--- src/rtl/mdu_seq_pkg.sv ---
// Shared types and constants for the RV32M multiply/divide sequencer.
// Op codes follow the RV32M funct3 order so EX can forward funct3 directly.
package mdu_seq_pkg;

  localparam int unsigned XLEN  = 32;
  localparam int unsigned CNT_W = 5;

  localparam logic [XLEN-1:0] INT_MIN = {1'b1, {(XLEN-1){1'b0}}};

  typedef enum logic [2:0] {
    MD_MUL    = 3'd0,
    MD_MULH   = 3'd1,
    MD_MULHSU = 3'd2,
    MD_MULHU  = 3'd3,
    MD_DIV    = 3'd4,
    MD_DIVU   = 3'd5,
    MD_REM    = 3'd6,
    MD_REMU   = 3'd7
  } md_op_e;

  typedef enum logic [1:0] {
    MDU_IDLE = 2'd0,
    MDU_CALC = 2'd1,
    MDU_FIX  = 2'd2,
    MDU_DONE = 2'd3
  } mdu_state_e;

  // Per-op context latched at accept and consumed by the final correction.
  typedef struct packed {
    md_op_e op;
    logic   sign1;
    logic   sign2;
    logic   special;
  } mdu_ctx_t;

  function automatic logic is_div(input md_op_e op);
    return op[2];
  endfunction

  function automatic logic op1_signed(input md_op_e op);
    return !(op inside {MD_MULHU, MD_DIVU, MD_REMU});
  endfunction

  function automatic logic op2_signed(input md_op_e op);
    return op inside {MD_MUL, MD_MULH, MD_DIV, MD_REM};
  endfunction

endpackage

--- src/rtl/mdu_step.sv ---
// One iteration of shift-add multiply or restoring divide on operand magnitudes.
// Multiply: {acc,sreg} is the product shifting right. Divide: acc is the remainder, sreg dividend->quotient.
module mdu_step
  import mdu_seq_pkg::*;
(
  input  logic            div_mode,
  input  logic [XLEN-1:0] acc,
  input  logic [XLEN-1:0] sreg,
  input  logic [XLEN-1:0] opnd,
  output logic [XLEN-1:0] acc_nxt,
  output logic [XLEN-1:0] sreg_nxt
);

  logic [XLEN:0] mul_sum;
  logic [XLEN:0] rem_shift;
  logic [XLEN:0] rem_diff;

  always_comb begin
    mul_sum   = {1'b0, acc} + (sreg[0] ? {1'b0, opnd} : '0);
    rem_shift = {acc, sreg[XLEN-1]};
    // The remainder stays below the divisor, so bit XLEN of the difference is the borrow.
    rem_diff  = rem_shift - {1'b0, opnd};

    acc_nxt  = mul_sum[XLEN:1];
    sreg_nxt = {mul_sum[0], sreg[XLEN-1:1]};

    if (div_mode) begin
      acc_nxt  = rem_diff[XLEN] ? rem_shift[XLEN-1:0] : rem_diff[XLEN-1:0];
      sreg_nxt = {sreg[XLEN-2:0], ~rem_diff[XLEN]};
    end
  end

endmodule

--- src/rtl/mdu_seq.sv ---
// Multi-cycle RV32M multiply/divide sequencer beside the EX-stage ALU.
// Iterates 32 magnitude steps, then applies sign correction and result selection.
module mdu_seq
  import mdu_seq_pkg::*;
(
  input  logic            clk,
  input  logic            rst,
  input  logic            start,
  input  logic [2:0]      MdOp,
  input  logic [XLEN-1:0] Operand1,
  input  logic [XLEN-1:0] Operand2,
  input  logic            flush,
  output logic            busy,
  output logic            done,
  output logic [XLEN-1:0] MdOut
);

  mdu_state_e      state;
  logic [CNT_W-1:0] cnt;
  mdu_ctx_t        ctx;
  logic [XLEN-1:0] acc;
  logic [XLEN-1:0] sreg;
  logic [XLEN-1:0] opnd;

  md_op_e          op_c;
  logic            s1_c;
  logic            s2_c;
  logic [XLEN-1:0] mag1_c;
  logic [XLEN-1:0] mag2_c;
  logic            div_zero_c;
  logic            div_ovf_c;
  logic            special_c;
  logic [XLEN-1:0] spec_res_c;

  logic [XLEN-1:0]   acc_nxt;
  logic [XLEN-1:0]   sreg_nxt;
  logic [2*XLEN-1:0] prod_mag;
  logic [2*XLEN-1:0] prod_c;
  logic [XLEN-1:0]   quo_c;
  logic [XLEN-1:0]   rem_c;
  logic [XLEN-1:0]   fix_res_c;

  // Issue-side decode: operand magnitudes and the cases resolved without iterating.
  always_comb begin
    op_c       = md_op_e'(MdOp);
    s1_c       = op1_signed(op_c) & Operand1[XLEN-1];
    s2_c       = op2_signed(op_c) & Operand2[XLEN-1];
    mag1_c     = s1_c ? -Operand1 : Operand1;
    mag2_c     = s2_c ? -Operand2 : Operand2;
    div_zero_c = is_div(op_c) && (Operand2 == '0);
    div_ovf_c  = (op_c == MD_DIV || op_c == MD_REM) &&
                 (Operand1 == INT_MIN) && (Operand2 == '1);
    special_c  = div_zero_c || div_ovf_c;
    spec_res_c = op_c[1] ? '0 : INT_MIN;
    if (div_zero_c) begin
      spec_res_c = op_c[1] ? Operand1 : '1;
    end
  end

  mdu_step u_step (
    .div_mode (is_div(ctx.op)),
    .acc      (acc),
    .sreg     (sreg),
    .opnd     (opnd),
    .acc_nxt  (acc_nxt),
    .sreg_nxt (sreg_nxt)
  );

  // Sign correction and hi/lo or quotient/remainder selection.
  always_comb begin
    prod_mag  = {acc, sreg};
    prod_c    = (ctx.sign1 ^ ctx.sign2) ? -prod_mag : prod_mag;
    quo_c     = (ctx.sign1 ^ ctx.sign2) ? -sreg : sreg;
    rem_c     = ctx.sign1 ? -acc : acc;
    fix_res_c = (ctx.op == MD_MUL) ? prod_c[XLEN-1:0] : prod_c[2*XLEN-1:XLEN];
    if (ctx.special) begin
      fix_res_c = sreg;
    end else if (is_div(ctx.op)) begin
      fix_res_c = ctx.op[1] ? rem_c : quo_c;
    end
  end

  always_ff @(posedge clk) begin
    if (rst) begin
      state <= MDU_IDLE;
      cnt   <= '0;
      ctx   <= '0;
      acc   <= '0;
      sreg  <= '0;
      opnd  <= '0;
      busy  <= 1'b0;
      done  <= 1'b0;
      MdOut <= '0;
    end else begin
      done <= 1'b0;
      case (state)
        MDU_IDLE: begin
          if (start && !flush) begin
            ctx  <= '{op: op_c, sign1: s1_c, sign2: s2_c, special: special_c};
            cnt  <= '0;
            busy <= 1'b1;
            acc  <= '0;
            opnd <= mag2_c;
            // Special cases skip CALC; passing through FIX puts done two cycles after accept.
            if (special_c) begin
              sreg  <= spec_res_c;
              state <= MDU_FIX;
            end else begin
              sreg  <= mag1_c;
              state <= MDU_CALC;
            end
          end
        end
        MDU_CALC: begin
          if (flush) begin
            busy  <= 1'b0;
            state <= MDU_IDLE;
          end else begin
            acc  <= acc_nxt;
            sreg <= sreg_nxt;
            cnt  <= cnt + CNT_W'(1);
            if (cnt == CNT_W'(XLEN-1)) begin
              state <= MDU_FIX;
            end
          end
        end
        MDU_FIX: begin
          if (flush) begin
            busy  <= 1'b0;
            state <= MDU_IDLE;
          end else begin
            MdOut <= fix_res_c;
            done  <= 1'b1;
            state <= MDU_DONE;
          end
        end
        MDU_DONE: begin
          busy  <= 1'b0;
          state <= MDU_IDLE;
        end
        default: state <= MDU_IDLE;
      endcase
    end
  end

endmodule

--- config.mk ---
export PLATFORM = sky130hd
export DESIGN_NAME = mdu_seq
export DESIGN_NICKNAME = d
export VERILOG_FILES = /design/src/rtl/mdu_seq_pkg.sv /design/src/rtl/mdu_step.sv /design/src/rtl/mdu_seq.sv
export SDC_FILE = /design/constraint.sdc
export NUM_CORES = 1
export LEC_CHECK = 0
export ABC_AREA = 1
export CAP_MARGIN = 20
export CORE_ASPECT_RATIO = 1.2
export CORE_UTILIZATION = 40
export CTS_CLUSTER_SIZE = 16
export DETAILED_ROUTE_END_ITERATION = 6
export PLACE_DENSITY = 0.53
export SLEW_MARGIN = 20
export SYNTH_ARGS = -nofsm -noshare
export SYNTH_HDL_FRONTEND = slang
export SYNTH_SLANG_ARGS = --single-unit
--- constraint.sdc ---
create_clock -name clk -period 3 [get_ports clk]
set_input_delay 0.3 -clock clk [delete_from_list [all_inputs] [get_ports clk]]
set_output_delay 0.3 -clock clk [all_outputs]
set_load 0.01 [all_outputs]
=== Word-level counts from Yosys, hierarchy flattened ===
Cells that the tools add are included.

* Output and inout port bits: 34
* Input bits: 71
* Latch bits: 0
* Memories kept: 0
* Word-level logic and storage cells: 100
* Register bits after elaboration: 143
* Bits in writable memories: 0
* Bits in read-only memories: 0

* $mul: 0
* Mux-type cells: 36
* Reduce and logical (&&, ||, !) cells: 22
* Bitwise operators: 6
* Shifts and indexed selects: 0
* Equality and inequality tests: 16
* Add/sub/neg operators: 8
* Div/mod/pow operators: 0
* $lt $le $gt $ge: 0

{| class="wikitable"
|+ Operator list
! operator !! number
|-
| 32-bit two-way mux || 20
|-
| 32-bit negator || 4
|-
| 32-bit case mux with 2 select lines || 2
|-
| 32-bit == test, second input constant || 2
|-
| 64-bit two-way mux || 1
|-
| 64-bit negator || 1
|-
| 32-bit by 33-bit adder with 33-bit output || 1
|-
| 33-bit by 32-bit subtractor with 33-bit output || 1
|-
| 32-bit zero test || 1
|-
| 3-bit == test, second input constant || 4
|-
| 2-bit two-way mux || 5
|-
| 5-bit two-way mux || 2
|-
| 5-bit case mux with 2 select lines || 1
|-
| 2-bit case mux with 4 select lines || 1
|-
| 2-bit AND reduction || 4
|-
| 3-bit zero test || 2
|-
| 5-bit by 1-bit adder with 5-bit output, second input constant || 1
|-
| 5-bit == test, second input constant || 1
|-
| 2-bit == test, second input constant || 2
|-
| 1-bit logical AND || 4
|-
| 2-bit inequality test, second input constant || 2
|-
| 4-bit nonzero test || 1
|-
| 2-bit OR reduction || 2
|-
| 3-bit by 1-bit == test with 1-bit output, second input constant || 1
|-
| 15 further kinds || 22
|}

=== Logic depth before layout (Yosys ltp) ===
Gate-level depths: netlist (run 1).

* Depth after elaboration: 8
* Mapped depth: 20
* Gate-level depth less buffers: 18

=== Hierarchy ===
From an unflattened synthesis (run 1), not the netlist that was laid out.

* Cell total of the unflattened synthesis: 3471
* Area total of the unflattened synthesis: 18584.1 um^2

{| class="wikitable"
|+ Modules (own cells, without submodules)
! module !! cells an instance !! times used !! area an instance (um^2)
|-
| mdu_seq || 2162 || 1 || 12226.7
|-
| mdu_step || 1309 || 1 || 6357.3
|}

=== Least setup slack after synthesis (run 1) ===
Ideal clock, no wire load.

* Path type: reg2reg
* Start: register sreg[0]
* End: register acc[21]
* Period minus slack after synthesis: 2619 ps
* Data arrival time: 2487 ps
* Library setup time: 132 ps
* Slack: 381 ps
* Stages on the path, launching flop included: 20
* Path buffers: 2
* Required time: 2868 ps
* Cell sequence: dfxtp_1 buf_2 clkbuf_1 nand2_1 inv_1 ha_1 inv_1 fa_1 o21ai_1 nand2_1 nand2_1 nand2_1 nand2_1 nand2_1 nand3_1 nand3_1 nand2_1 inv_1 nand2_1 a21oi_1

* Word-level cells in the longest chain between the ends: 5

{| class="wikitable"
|+ RTL lines
! item !! line !! RTL
|-
| start, declared || mdu_seq.sv:22 || <nowiki>logic [XLEN-1:0] sreg;</nowiki>
|-
| start signal, assigned || mdu_seq.sv:106 || <nowiki>sreg <= spec_res_c;</nowiki>
|-
| start signal, assigned || mdu_seq.sv:109 || <nowiki>sreg <= mag1_c;</nowiki>
|-
| start signal, assigned || mdu_seq.sv:120 || <nowiki>sreg <= sreg_nxt;</nowiki>
|-
| 32-bit two-way mux || mdu_step.sv:19 || <nowiki>mul_sum = {1'b0, acc} + (sreg[0] ? {1'b0, opnd} : '0);</nowiki>
|-
| 32-bit by 33-bit adder with 33-bit output || mdu_step.sv:19 ||
|-
| 32-bit two-way mux || mdu_step.sv:27 || <nowiki>if (div_mode) begin</nowiki>
|-
| 32-bit two-way mux || mdu_seq.sv:115 || <nowiki>if (flush) begin</nowiki>
|-
| 32-bit case mux with 2 select lines || mdu_seq.sv:96 || <nowiki>case (state)</nowiki>
|-
| end signal, assigned || mdu_seq.sv:119 || <nowiki>acc <= acc_nxt;</nowiki>
|-
| end, declared || mdu_seq.sv:21 || <nowiki>logic [XLEN-1:0] acc;</nowiki>
|}

No other way between the ends. The select of a mux whose other input is x is not followed.
A chain may end at the register's enable or synchronous reset.

=== Worst setup path after layout (run 1) ===
* Start: register sreg[0]
* End: register acc[24]

Same word-level chain as after synthesis.

==> results of run 1 <==
-- path summary, 6_finish.rpt --
path	start	endpoint	slack, ns	cells after the start
max	sreg[0]$_SDFFE_PP0P_	acc[24]$_SDFFE_PP0P_	0.10	15
min	MdOut[29]$_SDFFE_PP0P_	MdOut[29]$_SDFFE_PP0P_	0.47	2
max reg2reg	sreg[0]$_SDFFE_PP0P_	acc[24]$_SDFFE_PP0P_	0.10	15
min reg2reg	MdOut[29]$_SDFFE_PP0P_	MdOut[29]$_SDFFE_PP0P_	0.47	2
-- registers in the layout (all words and copies together), names as in the netlist --
| signal | count |
|---|---|
| MdOut | 32 |
| acc | 32 |
| busy | 1 |
| cnt | 5 |
| ctx | 6 |
| done | 1 |
| opnd | 32 |
| sreg | 32 |
| state | 2 |
-- final cells by class --
| type | count | area (um2) |
|---|---|---|
| multi-input combinational | 2646 | 12600 |
| clock inverter | 12 | 149 |
| timing repair buffer | 240 | 2140 |
| sequential | 143 | 2870 |
| fill | 4908 | 23100 |
| tap | 559 | 699 |
| clock buffer | 20 | 467 |
| inverter | 456 | 1710 |
-- synth_stat cells, types with 6 or more instances --
cell | instances | share of area
a21oi_1 | 314 | 0.088
a31oi_1 | 10 | 0.0035
buf_1 | 10 | 0.0021
buf_2 | 18 | 0.0051
buf_4 | 7 | 0.0030
clkbuf_1 | 93 | 0.020
dfxtp_1 | 143 | 0.16
ha_1 | 74 | 0.052
inv_1 | 451 | 0.095
nand2_1 | 1087 | 0.23
nand3_1 | 263 | 0.074
nand4_1 | 39 | 0.014
nor2_1 | 399 | 0.084
nor2_2 | 6 | 0.0021
nor3_1 | 20 | 0.0056
o211ai_1 | 23 | 0.0097
o21ai_0 | 253 | 0.071
o21ai_1 | 12 | 0.0034
o21bai_1 | 6 | 0.0025
xnor2_1 | 33 | 0.016
xor2_1 | 65 | 0.032
-- metrics by stage --
step	instances	hold WS, ns	cell area, um2	setup slack [ns]
CTS	4076	0.465	20700	0.129
global route	4076	0.482	20700	0.0128
global placement	4044	0.452	20000	0.174
detailed placement	4044	0.453	20000	0.181
floorplan	3378	0.435	17800	0.381
finish	4076	0.466	20700	0.102
-- power by group through the flow --
stage          combinational [mW]  sequential (mW)  clock [mW]
6_report                     8.91             2.66        2.33
2_1_floorplan                5.67             2.47           0
3_5_place_dp                 8.58             2.66           0
3_3_place_gp                 8.55             2.66           0
5_1_grt                      9.75             2.68        2.43
4_1_cts                      8.63             2.62        2.37
-- cell families after synthesis --
kind of cell | after synthesis
AO/OA/AOI/OAI | 631
adder cells (fa/ha/maj) | 76
XOR/XNOR | 100
flip-flops | 143
AND/OR/NAND/NOR | 1839
buffers and inverters | 589
-- per-layer routing --
| layer | vias to the layer above | track usage |
|---|---|---|
| met1 | 10300 | 0.492 |
| met3 | 166 | 0.0616 |
| met5 | - | 0 |
| met4 | 4 | 0.148 |
| li1 | 11000 | - |
| met2 | 1147 | 0.552 |
-- worst max-delay path, cell delays in order (launching register included) --
cell and delay [ns]:
dfxtp_1 0.36, buf_12 0.18, nand2_1 0.09, inv_1 0.05, ha_1 0.40, nand2_1 0.13, nor2_1 0.15, inv_1 0.13
nor3_1 0.35, nand3_1 0.20, nand3_1 0.13, nand3_1 0.21, nand2_1 0.15, inv_1 0.07, nand2_1 0.06, a21oi_1 0.05
==> summary.txt, run 1 <==
Status
  – Outcome: complete, but fails checks
  – Failing checks: DRC

Routing
  – Post-DR vias/cell: 5.55
  – Total Wirelength: approximately 80 mm
  – Pre-antenna DRT Iters: 7
  – Initial detailed-routing violation count: ~2500
  – DR DRC count: 14
  – Top Metal Used: met5
  – Wirelength per Cell: between 20 and 25 um
  – Vias: approximately 23000
  – Met2 WL: 34.5 mm
  – Final ANT Viol Nets: 0
  – M1 wire length: ~36 mm
  – Met3 WL post-DR: 7.86 mm

Pwr
  – Seq pwr share: 0.191
  – Leakage: ~11 nW
  – Pwr Total: about 14 mW
  – Max IR drop VDD: about 0.00046 V
  – NetSw: between 7 and 8 mW
  – PD cells: ~670 mW/mm2
  – Sw frac: 0.547
  – Int Power: roughly 6.3 mW
  – Part of the power in combinational logic: 0.641
  – Clk pwr share: 0.168

Clock tree
  – Worst-case clock buffer depth: 2
  – TritonCTS clock tree: done
  – Clock Latency Late Sink: between 0.4 and 0.5 ns
  – CTS Hold Buffers Added: 0
  – Post-CTS Setup Repair Bufs: 0
  – CTS root buf: clkbuf_16
  – CTS clock-pin slew for the worst setup and hold paths: approximately 0.07 ns
  – H-tree Lvls: 4
  – Cts repair resizes: 0
  – Num Clock Sinks: 143
  – Num CTS Buffers: 17

Logic synthesis
  – Area of the mapped netlist: 0.0178 mm2
  – Syn_area_per_cell: about 5.3 um2
  – Synth Instances: roughly 3400
  – Sequential area share after synthesis: 0.161
  – Async S/R FF share, synth: 0
  – Mux contribution to synthesized area: 0
  – Simple-gate share of the synthesized area: 0.420
  – Main synth FF type: dfxtp_1
  – Post-synthesis register bit count: 143
  – Post-Synth Adder-Cell Area: 0.0544
  – Compound-Gate Fraction of Synth Area: 0.185
  – Largest family of logic cells by synthesized area: simple AND/OR/NAND/NOR gates
  – Syn nets: 3525
  – Warnings, synthesis: 0
  – Cell variety after synth: 46
  – XOR/XNOR Fraction of Synth Area: 0.0508
  – Post-synth EDFFs: 0

Worst hold path
  – Worst Hold Class: reg2reg

Timing
  – Final period util: 0.966
  – Final setup vio count: 0
  – Max-slew violations: 0
  – Setup TNS: 0 ns
  – Clk_skew: about 0.017 ns
  – Fmax: 345 MHz
  – Slew HR: 0.278
  – Worst-Margin Slew: roughly 1.1 ns
  – Final Critical Period: just under 3 ns
  – Count of final hold-check violations: 0
  – RSZ-0062 raised after global routing: no

Worst setup path
  – WS Path Type: reg2reg
  – CP required: between 3 and 4 ns
  – Critical Path AT: around 3.2 ns
  – Critical path endpoint category: flop
  – Max FO, Critical Path: 30
  – Critical Path Start Type: flop

Global route
  – Largest net degree at the start of global routing: between 90 and 100
  – Initial antenna violation count: 2
  – Global Route Usage Sum: 0.359
  – Total gr overflow: 0
  – Vias in the first global route: about 20000
  – First-pass GRT wire length: about 120 mm

Placement
  – Detailed Place HPWL: 65.0 mm
  – GP Congestion: approximately 1.0
  – Port-buffer cells: around 100

Die
  – Initial Utilization: 0.405
  – FP Rows: 84
  – Die Wd: roughly 190 um
  – Core Region: 0.0438 mm2
  – Die Span Y: roughly 230 um
  – IO Count: roughly 110
  – Die Area: between 0.04 and 0.05 mm2

Finish
  – Proportion of layout cells with a drive suffix above 1: 0.0569
  – Layout area overhead: 16.5%
  – Commonest non-fill, non-tap cell in the layout: nand2_1
  – Fin util: 0.472
  – Most frequent cells in the layout: 1085 x nand2_1, 451 x inv_1, 397 x nor2_1
  – Fin nets: 3651
  – Diode count: 0

Flow run
  – Max Cap Viol: 0
Power figures use the tool's default switching activity.
==> run 2: changes to the inputs <==
ABC_CLOCK_PERIOD_IN_PS = 3000   (was default)
MAX_ROUTING_LAYER = met4   (was default)
==> run 2 against run 1 <==
The run now ends clean; highest routed layer is now met4; hold slack lost 0.0036 ns; sequential power hardly changed; power down 0.47%; clock-buffer cell count shrank 1; critical path type unchanged; core utilization fell by 0.30 points; largest power group unchanged.
==> summary.txt, run 2 (same netlist as run 1, synthesis figures left out) <==
Worst setup path
  – Max FO, Critical Path: 16
  – Critical Path AT: 3.10 ns
  – Critical path's most frequent cell: nand2_1
  – CP Cell Sequence: inv_1 > ha_1 > nand2_1 > nor2_1 > nor2_1 > nand2_1 > a21oi_1 > nand2_1 > nand2_1 > nand2_2 > buf_12 > nand2_1 > nand3_1 > nand2_1 > a21oi_1
  – CP top delay family: simple AND/OR/NAND/NOR gates
  – Crit-path max cell delay: between 0.4 and 0.5 ns
  – Critical path endpoint category: flop
  – CP required: around 3.3 ns
  – Worst reg2reg setup slack: 0.22 ns
  – Bufs and invs on worst path: 2
  – WS Path Type: reg2reg
  – Critical Path Start Type: flop
  – CP max-delay cell: dfxtp_1

Global route
  – Global Route Usage Sum: 0.365
  – Top Usage Layer GRT: met2
  – M3 GR Usage: 0.0641
  – GR Util met2: 0.538
  – Total gr overflow: 0
  – Largest net degree at the start of global routing: 83
  – Vias in the first global route: approximately 21000
  – Met1 usage: 0.487
  – Initial antenna violation count: 0
  – First-pass GRT wire length: ~120 mm

Pwr
  – PD cells: roughly 670 mW/mm2
  – Max IR drop VDD: 0.000485 V
  – Leakage: about 10 nW

Finish
  – Layout area overhead: 15.7%
  – Proportion of layout cells with a drive suffix above 1: 0.0522
  – # fillers: just under 5000
  – Fin nets: 3638
  – Commonest non-fill, non-tap cell in the layout: nand2_1
  – Most frequent cells in the layout: 1086 x nand2_1, 450 x inv_1, 398 x nor2_1
  – Diode count: 0

Clock tree
  – CTS root buf: clkbuf_16
  – CTS Hold Buffers Added: 0
  – TritonCTS clock tree: done
  – Worst-case clock buffer depth: 2
  – Clock Latency Late Sink: around 0.48 ns
  – Cts repair resizes: 0
  – Post-CTS Setup Repair Bufs: 0
  – H-tree Lvls: 4
  – Num Clock Sinks: 143
  – Num CTS Buffers: 17
  – CTS clock-pin slew for the worst setup and hold paths: approximately 0.070 ns

Die
  – FP Rows: 84
  – IO Count: roughly 110
  – Die Wd: 194 um
  – Die Span Y: 233 um
  – Initial Utilization: 0.405
  – Core Region: approximately 0.044 mm2
  – Die Area: roughly 0.045 mm2

Timing
  – Final Critical Period: approximately 2.8 ns
  – Clk_skew: 0.0141 ns
  – Final period util: 0.927
  – Fmax: between 300 and 400 MHz
  – RSZ-0062 raised after global routing: no
  – Max-slew violations: 0
  – Hold_ws: ~0.46 ns
  – Worst-Margin Slew: about 1.1 ns
  – Final setup vio count: 0
  – Count of final hold-check violations: 0
  – Worst setup margin: 0.220 ns
  – Slew HR: 0.294
  – Setup TNS: 0 ns

Routing
  – Total Wirelength: 81.2 mm
  – Post-DR vias/cell: 5.55
  – DR DRC count: 0
  – Wirelength per Cell: between 15 and 20 um
  – Final ANT Viol Nets: 0
  – Vias: 22500
  – Initial detailed-routing violation count: approximately 2300
  – Pre-antenna DRT Iters: 5

Flow run
  – Max Cap Viol: 0

Worst hold path
  – Worst Hold Class: reg2reg

Status
  – Outcome: finished clean

Placement
  – Post-placement worst setup slack: around 0.16 ns
  – Detailed Place HPWL: between 60 and 70 mm
  – Port-buffer cells: 104
  – GP Congestion: 1.06
run 2: tightest hold or removal path, stage by stage, from the launching register on:
cell	delay (ns)
dfxtp_1	0.31
nand2_1	0.06
a21oi_1	0.05
run 2: report_power, final:
group | total (mW) | internal (mW) | switching [mW]
Sequential | 2.63 | 2.20 | 0.433
Clock | 2.36 | 1.35 | 1.01
Combinational | 8.84 | 2.73 | 6.11
Total | 13.8 | 6.27 | 7.56
run 2: final timing paths:
check	start	endpoint	cells after the start
hold / removal	MdOut[18]$_SDFFE_PP0P_	MdOut[18]$_SDFFE_PP0P_	2
setup / recovery	opnd[23]$_SDFFE_PP0P_	acc[12]$_SDFFE_PP0P_	15
setup reg to reg	opnd[23]$_SDFFE_PP0P_	acc[12]$_SDFFE_PP0P_	15
hold reg to reg	MdOut[18]$_SDFFE_PP0P_	MdOut[18]$_SDFFE_PP0P_	2
run 2: layout make-up:
cell class / count / area (um2) / share of cell area
multi-input cells: 2646 / 12600 / 0.614
flip-flops and latches: 143 / 2870 / 0.140
repair buffers: 227 / 2030 / 0.0990
inverters: 456 / 1710 / 0.0833
well taps: 559 / 699 / 0.0340
clock buffers: 19 / 443 / 0.0216
clock inverters: 13 / 176 / 0.00858
run 2: per-stage QoR:
stage          instances   util  area [um2]  total power [mW]
3_5_place_dp        4031  0.455       19900              11.2
5_1_grt             4063  0.469       20600              14.8
2_1_floorplan       3378      -       17800              8.14
3_3_place_gp        4031  0.455       19900              11.2
4_1_cts             4063  0.469       20500              13.6
6_report            4063  0.469       20600              13.8
run 2: layer usage:
metal	wire length, um	vias to the layer above	part of all wire
li1	-	11000	-
met1	36400	10400	0.45
met2	34500	1029	0.42
met3	7090	138	0.087
met4	3180	0	0.039
met5	0	-	0
